$ cat config.mk
export PLATFORM = sky130hd
export DESIGN_NAME = seg7_scan_driver
export DESIGN_NICKNAME = d
export VERILOG_FILES = /design/src/rtl/seg7_pkg.sv /design/src/rtl/seg7_decode.sv /design/src/rtl/seg7_scan_driver.sv
export SDC_FILE = /design/constraint.sdc
export NUM_CORES = 1
export LEC_CHECK = 0
export BUFFER_PORTS_ARGS = -buffer_cell sky130_fd_sc_hd__buf_2
export CAP_MARGIN = 20
export CORE_MARGIN = 5
export CORE_UTILIZATION = 25
export DETAILED_ROUTE_END_ITERATION = 16
export GPL_ROUTABILITY_DRIVEN = 1
export MAX_ROUTING_LAYER = met4
export PLACE_DENSITY_LB_ADDON = 0.25
export SYNTH_ARGS = -nofsm -noshare
export SYNTH_HDL_FRONTEND = slang
export SYNTH_SLANG_ARGS = --single-unit
$ cat constraint.sdc
create_clock -name clk -period 3.15 [get_ports clk]
set_clock_uncertainty 0.2 [all_clocks]
set_input_delay 0.945 -clock clk [delete_from_list [all_inputs] [get_ports clk]]
set_output_delay 0.945 -clock clk [all_outputs]
set_load 0.03 [all_outputs]
$ cat src/rtl/seg7_pkg.sv
// Shared constants and the nibble-to-segment encoder for the multiplexed
// 7-segment display driver. Segment order is {a,b,c,d,e,f,g}, 1 = lit.
package seg7_pkg;

  localparam logic [6:0] SEG_OFF = 7'h00;
  localparam logic [6:0] SEG_ALL = 7'h7F;

  // Codes 10-14 fall back to the legacy 7448 glyphs unless hex_mode is set.
  function automatic logic [6:0] seg7_encode(input logic [3:0] nibble,
                                             input logic       hex_mode);
    logic [6:0] seg;
    case (nibble)
      4'h0: seg = 7'h7E;
      4'h1: seg = 7'h30;
      4'h2: seg = 7'h6D;
      4'h3: seg = 7'h79;
      4'h4: seg = 7'h33;
      4'h5: seg = 7'h5B;
      4'h6: seg = 7'h5F;
      4'h7: seg = 7'h70;
      4'h8: seg = 7'h7F;
      4'h9: seg = 7'h7B;
      4'hA: seg = hex_mode ? 7'h77 : 7'h0D;
      4'hB: seg = hex_mode ? 7'h1F : 7'h19;
      4'hC: seg = hex_mode ? 7'h4E : 7'h23;
      4'hD: seg = hex_mode ? 7'h3D : 7'h4B;
      4'hE: seg = hex_mode ? 7'h4F : 7'h0F;
      default: seg = hex_mode ? 7'h47 : SEG_OFF;
    endcase
    return seg;
  endfunction

endpackage

$ cat src/rtl/seg7_decode.sv
// Combinational nibble-to-segment decoder; one instance sits on the digit mux
// output of the scan driver.
module seg7_decode
  import seg7_pkg::*;
#(
  parameter int HEX_MODE = 0
) (
  input  logic [3:0] nibble_i,
  output logic [6:0] seg_o
);

  assign seg_o = seg7_encode(nibble_i, HEX_MODE != 0);

endmodule

$ cat src/rtl/seg7_scan_driver.sv
// Time-multiplexed common-cathode display driver: shadow register, scan
// prescaler with a dark guard cycle per slot, and leading-zero ripple blanking.
module seg7_scan_driver
  import seg7_pkg::*;
#(
  parameter int NUM_DIGITS = 4,
  parameter int SCAN_DIV   = 1000,
  parameter int HEX_MODE   = 0
) (
  input  logic                    clk,
  input  logic                    rst_n,
  input  logic [4*NUM_DIGITS-1:0] data,
  input  logic                    load,
  input  logic                    LT,
  input  logic                    RBI,
  input  logic                    BI,
  output logic [6:0]              seg,
  output logic [NUM_DIGITS-1:0]   dig_sel,
  output logic                    rbo
);

  localparam int IW = (NUM_DIGITS > 1) ? $clog2(NUM_DIGITS) : 1;
  localparam int PW = $clog2(SCAN_DIV);
  localparam logic [IW-1:0] IDX_LAST = IW'(NUM_DIGITS - 1);
  localparam logic [PW-1:0] PRE_LAST = PW'(SCAN_DIV - 1);

  logic [4*NUM_DIGITS-1:0] shadow_q, shadow_d;
  logic [PW-1:0]           presc_q, presc_d;
  logic [IW-1:0]           idx_q, idx_d;
  logic [6:0]              seg_q, seg_d;
  logic [NUM_DIGITS-1:0]   dig_q, dig_d;
  logic                    rbo_q, rbo_d;

  logic [NUM_DIGITS-1:0]   zero_above;
  logic [NUM_DIGITS-1:0]   blank_mask;
  logic [NUM_DIGITS-1:0]   onehot;
  logic [3:0]              nibble;
  logic                    sel_blank;
  logic                    guard;
  logic [6:0]              dec_seg;

  always_comb begin
    shadow_d = load ? data : shadow_q;
    presc_d  = (presc_q == PRE_LAST) ? '0 : presc_q + PW'(1);
    idx_d    = idx_q;
    if (presc_q == PRE_LAST) begin
      idx_d = (idx_q == IDX_LAST) ? '0 : idx_q + IW'(1);
    end
  end

  // zero_above[k]: every nibble from the MSD down to digit k is zero.
  always_comb begin
    zero_above = '0;
    blank_mask = '0;
    zero_above[NUM_DIGITS-1] = (shadow_q[4*NUM_DIGITS-1 -: 4] == 4'h0);
    for (int k = NUM_DIGITS - 2; k >= 0; k--) begin
      zero_above[k] = zero_above[k+1] && (shadow_q[4*k +: 4] == 4'h0);
    end
    for (int k = 1; k < NUM_DIGITS; k++) begin
      blank_mask[k] = RBI && zero_above[k];
    end
  end

  always_comb begin
    nibble    = 4'h0;
    sel_blank = 1'b0;
    onehot    = '0;
    for (int k = 0; k < NUM_DIGITS; k++) begin
      if (idx_q == IW'(k)) begin
        nibble    = shadow_q[4*k +: 4];
        sel_blank = blank_mask[k];
        onehot[k] = 1'b1;
      end
    end
  end

  seg7_decode #(
    .HEX_MODE (HEX_MODE)
  ) u_decode (
    .nibble_i (nibble),
    .seg_o    (dec_seg)
  );

  // The guard cycle darkens segments too, except under lamp test.
  always_comb begin
    guard = (presc_q == '0);
    dig_d = guard ? '0 : onehot;
    rbo_d = RBI && zero_above[0];
    if (BI) begin
      seg_d = SEG_OFF;
    end else if (LT) begin
      seg_d = SEG_ALL;
    end else if (guard || sel_blank) begin
      seg_d = SEG_OFF;
    end else begin
      seg_d = dec_seg;
    end
  end

  always_ff @(posedge clk or negedge rst_n) begin
    if (!rst_n) begin
      shadow_q <= '0;
      presc_q  <= '0;
      idx_q    <= '0;
      seg_q    <= SEG_OFF;
      dig_q    <= '0;
      rbo_q    <= 1'b0;
    end else begin
      shadow_q <= shadow_d;
      presc_q  <= presc_d;
      idx_q    <= idx_d;
      seg_q    <= seg_d;
      dig_q    <= dig_d;
      rbo_q    <= rbo_d;
    end
  end

  assign seg     = seg_q;
  assign dig_sel = dig_q;
  assign rbo     = rbo_q;

endmodule

# Word level (Yosys, flattened, before mapping)
# Memories as Yosys holds them, arrays and structs flattened.
# Index checks and enable logic that the tools add are counted.
# Widths: inputs -> output; s select.
word_totals:
  inputBits: 22
  out_inout_bits: 12
  mem_bits_ro: 112
  register_bits: 40
  word_cells: 44
  memories: 1
classes:
  n_reduce_logical: 14
  eq_ne: 4
  muxes: 17
  add_sub_neg: 2
mem_list:
  columns: ["name", "words", "width", "read_ports", "rd_ports_with_merged_regs", "write_ports", "line_no", "rtl"]
  rows:
  - ["(no name shown)", 16, 7, 1, 0, 0, "seg7_pkg.sv:12", "case (nibble)"]
op_table:
  columns: ["operator", "n"]
  rows:
  - ["$mux 7", 3]
  - ["$mux 4", 5]
  - ["$logic_not 4->1", 4]
  - ["$add 10x1->10 const B", 1]
  - ["$eq 10x10->1 const B", 1]
  - ["$logic_not 10->1", 1]
  - ["$mux 10", 1]
  - ["$logic_and 1x1->1", 7]
  - ["$mux 1", 7]
  - ["$eq 2x2->1 const B", 2]
  - ["$add 2x1->2 const B", 1]
  - ["$eq 2x1->1 const B", 1]
  - ["$logic_not 2->1", 1]
  - ["$mux 2", 1]
  - ["$logic_or 1x1->1", 1]

# Logic depth before layout (Yosys ltp)
logic_depth:
  depth_word: 11
  mapped_depth: 11
  depth_no_buf: 10

# Modules after synthesis
# From an unflattened synthesis, not the netlist that was laid out.
hier_totals:
  hier_cells: 187
  area_unflattened_um2: 2114.5
by_module_without_submodules:
  columns: ["module", "cells_per_inst", "area_each_um2", "instances", "seq_area_each_um2"]
  rows:
  - ["seg7_scan_driver", 161, 1896.8, 1, 1001.0]
  - ["seg7_decode", 26, 217.7, 1, 0.0]

# Worst setup path after synthesis
# No wires, ideal clock.
synth_timing:
  path_kind: "flip-flop to flip-flop"
  from: "reg idx_q[0]"
  to: "reg seg_q[6], in the netlist seg[6]"
  t_arrival_ns: 1.981
  period_less_slack_ns: 2.305
  path_stages_with_launch: 12
  required_ns: 2.826
  setup_slack_ns: 0.845
  setup_ns: 0.124
  path_buffers: 1
  cell_sequence: "dfrtp_1 > inv_1 > ha_1 > buf_2 > a21oi_1 > o21ai_0 > a22oi_1 > inv_1 > ha_1 > nor2_1 > a211oi_1 > o31a_1"
synth_via:
  elab_chain_len: 9
  elab_cells_between_ends: 16
  classes_between: "eq/ne (3); mux (10); reduce/logical (2); memory (1)"
synth_lines:
  columns: ["item", "line_no", "rtl"]
  rows:
  - ["start: declaration", "seg7_scan_driver.sv:29", "logic [IW-1:0] idx_q, idx_d;"]
  - ["start signal: assignment", "seg7_scan_driver.sv:111", "idx_q <= idx_d;"]
  - ["$logic_not 2->1", "seg7_scan_driver.sv:69", "if (idx_q == IW'(k)) begin"]
  - ["$mux 4 (4 in a row)", "seg7_scan_driver.sv:69", null]
  - ["$mem_v2 16x7", null, null]
  - ["$mux 7 *", "seg7_scan_driver.sv:93", "end else if (guard || sel_blank) begin"]
  - ["$mux 7 *", "seg7_scan_driver.sv:91", "end else if (LT) begin"]
  - ["$mux 7 *", "seg7_scan_driver.sv:89", "if (BI) begin"]
  - ["via seg_d[6]", "seg7_scan_driver.sv:30", "logic [6:0] seg_q, seg_d;"]
  - ["end signal: assignment", "seg7_scan_driver.sv:112", "seg_q <= seg_d;"]
  - ["end: declaration", "seg7_scan_driver.sv:30", null]
# Mark *: on every way through the listed nets, which the timed path passes. The rest lies on a longest branch.
# A chain may end at the register's enable or synchronous reset.

# Worst setup path after layout
layout_timing:
  from: "reg idx_q[0]"
  to: "reg seg_q[5], in the netlist seg[5]"
# The elaborated chain is that of the path after synthesis.

==> results.toml <==
[critical_path]
critPathCaptureType = "flip-flop"
ff2ff_path_depth = 9
worstPathArrival_ps = 2550
worstPathMaxFanout = 12
path_class = "reg2reg"
required_ps = 3130
cp-start-kind = "flip-flop"

[cells_and_area]
area.growth.synth_to_final_pct = 17.6
layout_common_cells = "dfrtp_1, buf_2, nor2_1, mux2_2"
fin_area_mm2 = 0.00244
layout-drive-gt1-share_pct = 29.3
finalNetCount = 258
final_common_cell = "dfrtp_1"
n_antenna_cell = 0

[synthesis]
synth_nets = 225
synth_edf_count = 0
ys_seq_area_share_pct = 48.1
synth_ff_type = "dfrtp_1"
async_flop_share_pct = 100
ys_seq_elements = 40
synthDistinctLibCells = 44
yosysWarnings = 0
netlist_area_mm2 = 0.00208
synth_top_area_share_pct = 48.1
synth_area_per_cell_um2 = 10.9
ys_top_cells_by_area = "dfrtp_1, ha_1, mux2_2"
yosysTopAreaCell = "dfrtp_1"
synthCells = 191

[timing]
period_share_pct = 81.6
setup_tns_ps = 0
worstMarginPinSlew_ps = 603
post-route-min-period_ps = 2570
slew_violations = 0
relSlewSlack_pct = 59.6
setup-violations-final = 0
hold_viol = 0
clock.fmax_ghz = 0.389
grt_setup_unrepaired = "false"

[pwr]
p_per_area_mw_per_mm2 = 436
vdd_drop_max_uv = 169
p_leak_nw = 1.08

[drt]
postRouteAntennaNets = 0
drt_iter0_drc = 39
drt_wl_total_um = 4280
dr.pass1.iters = 4
vias = 1469
routed_via_density = 4.45
wl_per_cell_um = 13.0
drcViolationCount = 0

[clock_network]
cts_setup_buffers = 0
post_cts_resize_count = 0
clock_path_buffers = 2
ctsHoldBuffers = 0
cts_tree = "yes"
cts_inserted_buffers = 5
clk_pin_slew_worst_paths_ps = 80
cts.sinks = 40
htreeDepth = 2
worstSkewPairLatency_ps = 290
cts-root-buf = "clkbuf_8"

[floorplanning]
die_w_um = 101
ioPinCount = 34
die_area_mm2 = 0.0102
initial_utilization_pct = 25.4
core_area_mm2 = 0.00818
num_rows = 33
die_h_um = 101

[place]
dp_hpwl_um = 3370
gp_congestion = 0.766
io_buffers = 33
place_area_mm2 = 0.00235

[grt]
grt_max_degree = 23
grt_use_total_pct = 9.37
grt_pass1_wl_um = 7380
grt_pass1_vias = 1511
antenna_found_initial = 0
gr-total-overflow = 0

[hold_path]
hold_depth = 1
hold_class = "reg2reg"

[run]
maxCapViolCount = 0

[status]
status = "completed"
-- cells by family (layout without fill, tap and decap cells) --
kind of cell,after synthesis,in the layout,share of synthesized area [%]
buffers and inverters,20,54,3.85
and+or+nand+nor,62,62,17.4
xor gates and xnor gates,7,7,2.95
adders and majority gates,12,12,7.22
AOI/OAI and AO/OA,33,33,10.7
DFF,40,40,48.1
muxes,17,17,9.69
-- layout make-up --
type,count,area [um^2]
clock buffers,6,82.6
clock inverters,2,13.8
fillers,867,5730
inverters,12,45.0
multi-input cells,131,998
flip-flops and latches,40,1000
well taps,105,131
repair buffers,34,173
-- synthesized netlist by cell type, types with 2 or more instances --
master     instances
o21ai_0            6
a21oi_1           10
clkbuf_1           4
and2_1             5
nand3_1            6
o21a_1             2
a31oi_1            2
nand2_2            2
nand4_1            2
mux2_4             3
nand2_1            9
ha_1              12
buf_2              4
dfrtp_1           40
mux2_2            13
a211oi_1           2
xor2_1             4
xnor2_1            3
a32o_1             2
nor3_1             3
nor2_1            16
inv_1             12
nand3b_1           3
nor4_1             5
nand4bb_1          2
-- path summary, 6_finish.rpt --
kind | startpoint | end | slack [ps]
setup / recovery | idx_q[0] | seg[5] | 580
hold / removal | presc_q[0] | presc_q[0] | 290
setup reg to reg | idx_q[0] | seg[5] | 580
hold reg to reg | presc_q[0] | presc_q[0] | 290
max in group asynchronous | rst_n | seg[6] | 1730
min in group asynchronous | rst_n | shadow_q[7] | 380
-- worst max-delay path, cell delays in order (launching register included) --
cell       delay, ps
dfrtp_1          430
inv_1             90
ha_1             350
nand4bb_1        180
a32o_1           360
inv_1            120
ha_1             320
mux2i_1          130
a21oi_1           90
o21a_1           180
-- power breakdown --
group	internal [mW]	switching [mW]	leakage (nW)
sequential	0.541	0.0196	0.492
combinational	0.0612	0.0833	0.532
clock	0.179	0.183	0.0516
-- state kept, by name (all words and copies together) (netlist names) --
register and cells:
shadow_q 16, presc_q 10, seg 7, dig_sel 4, idx_q 2, rbo 1
-- through the flow --
step	worst slack (ps)	utilization (%)	std cells	hold WS, ps	power [mW]
floorplan	845	-	191	255	0.661
detailed placement	608	28.7	322	283	0.717
global placement	696	28.7	322	275	0.718
global route	368	29.9	330	344	1.13
CTS	583	29.9	330	295	1.09
finish	581	29.9	330	288	1.07
-- per-layer routing --
layer	vias up	GRT usage [%]	routed length, um
li1	738	-	-
met1	687	12.9	2140
met2	38	13.1	1860
met3	6	2.48	217
met4	0	3.68	61
met5	-	-	0
Power figures use the tool's default switching activity.
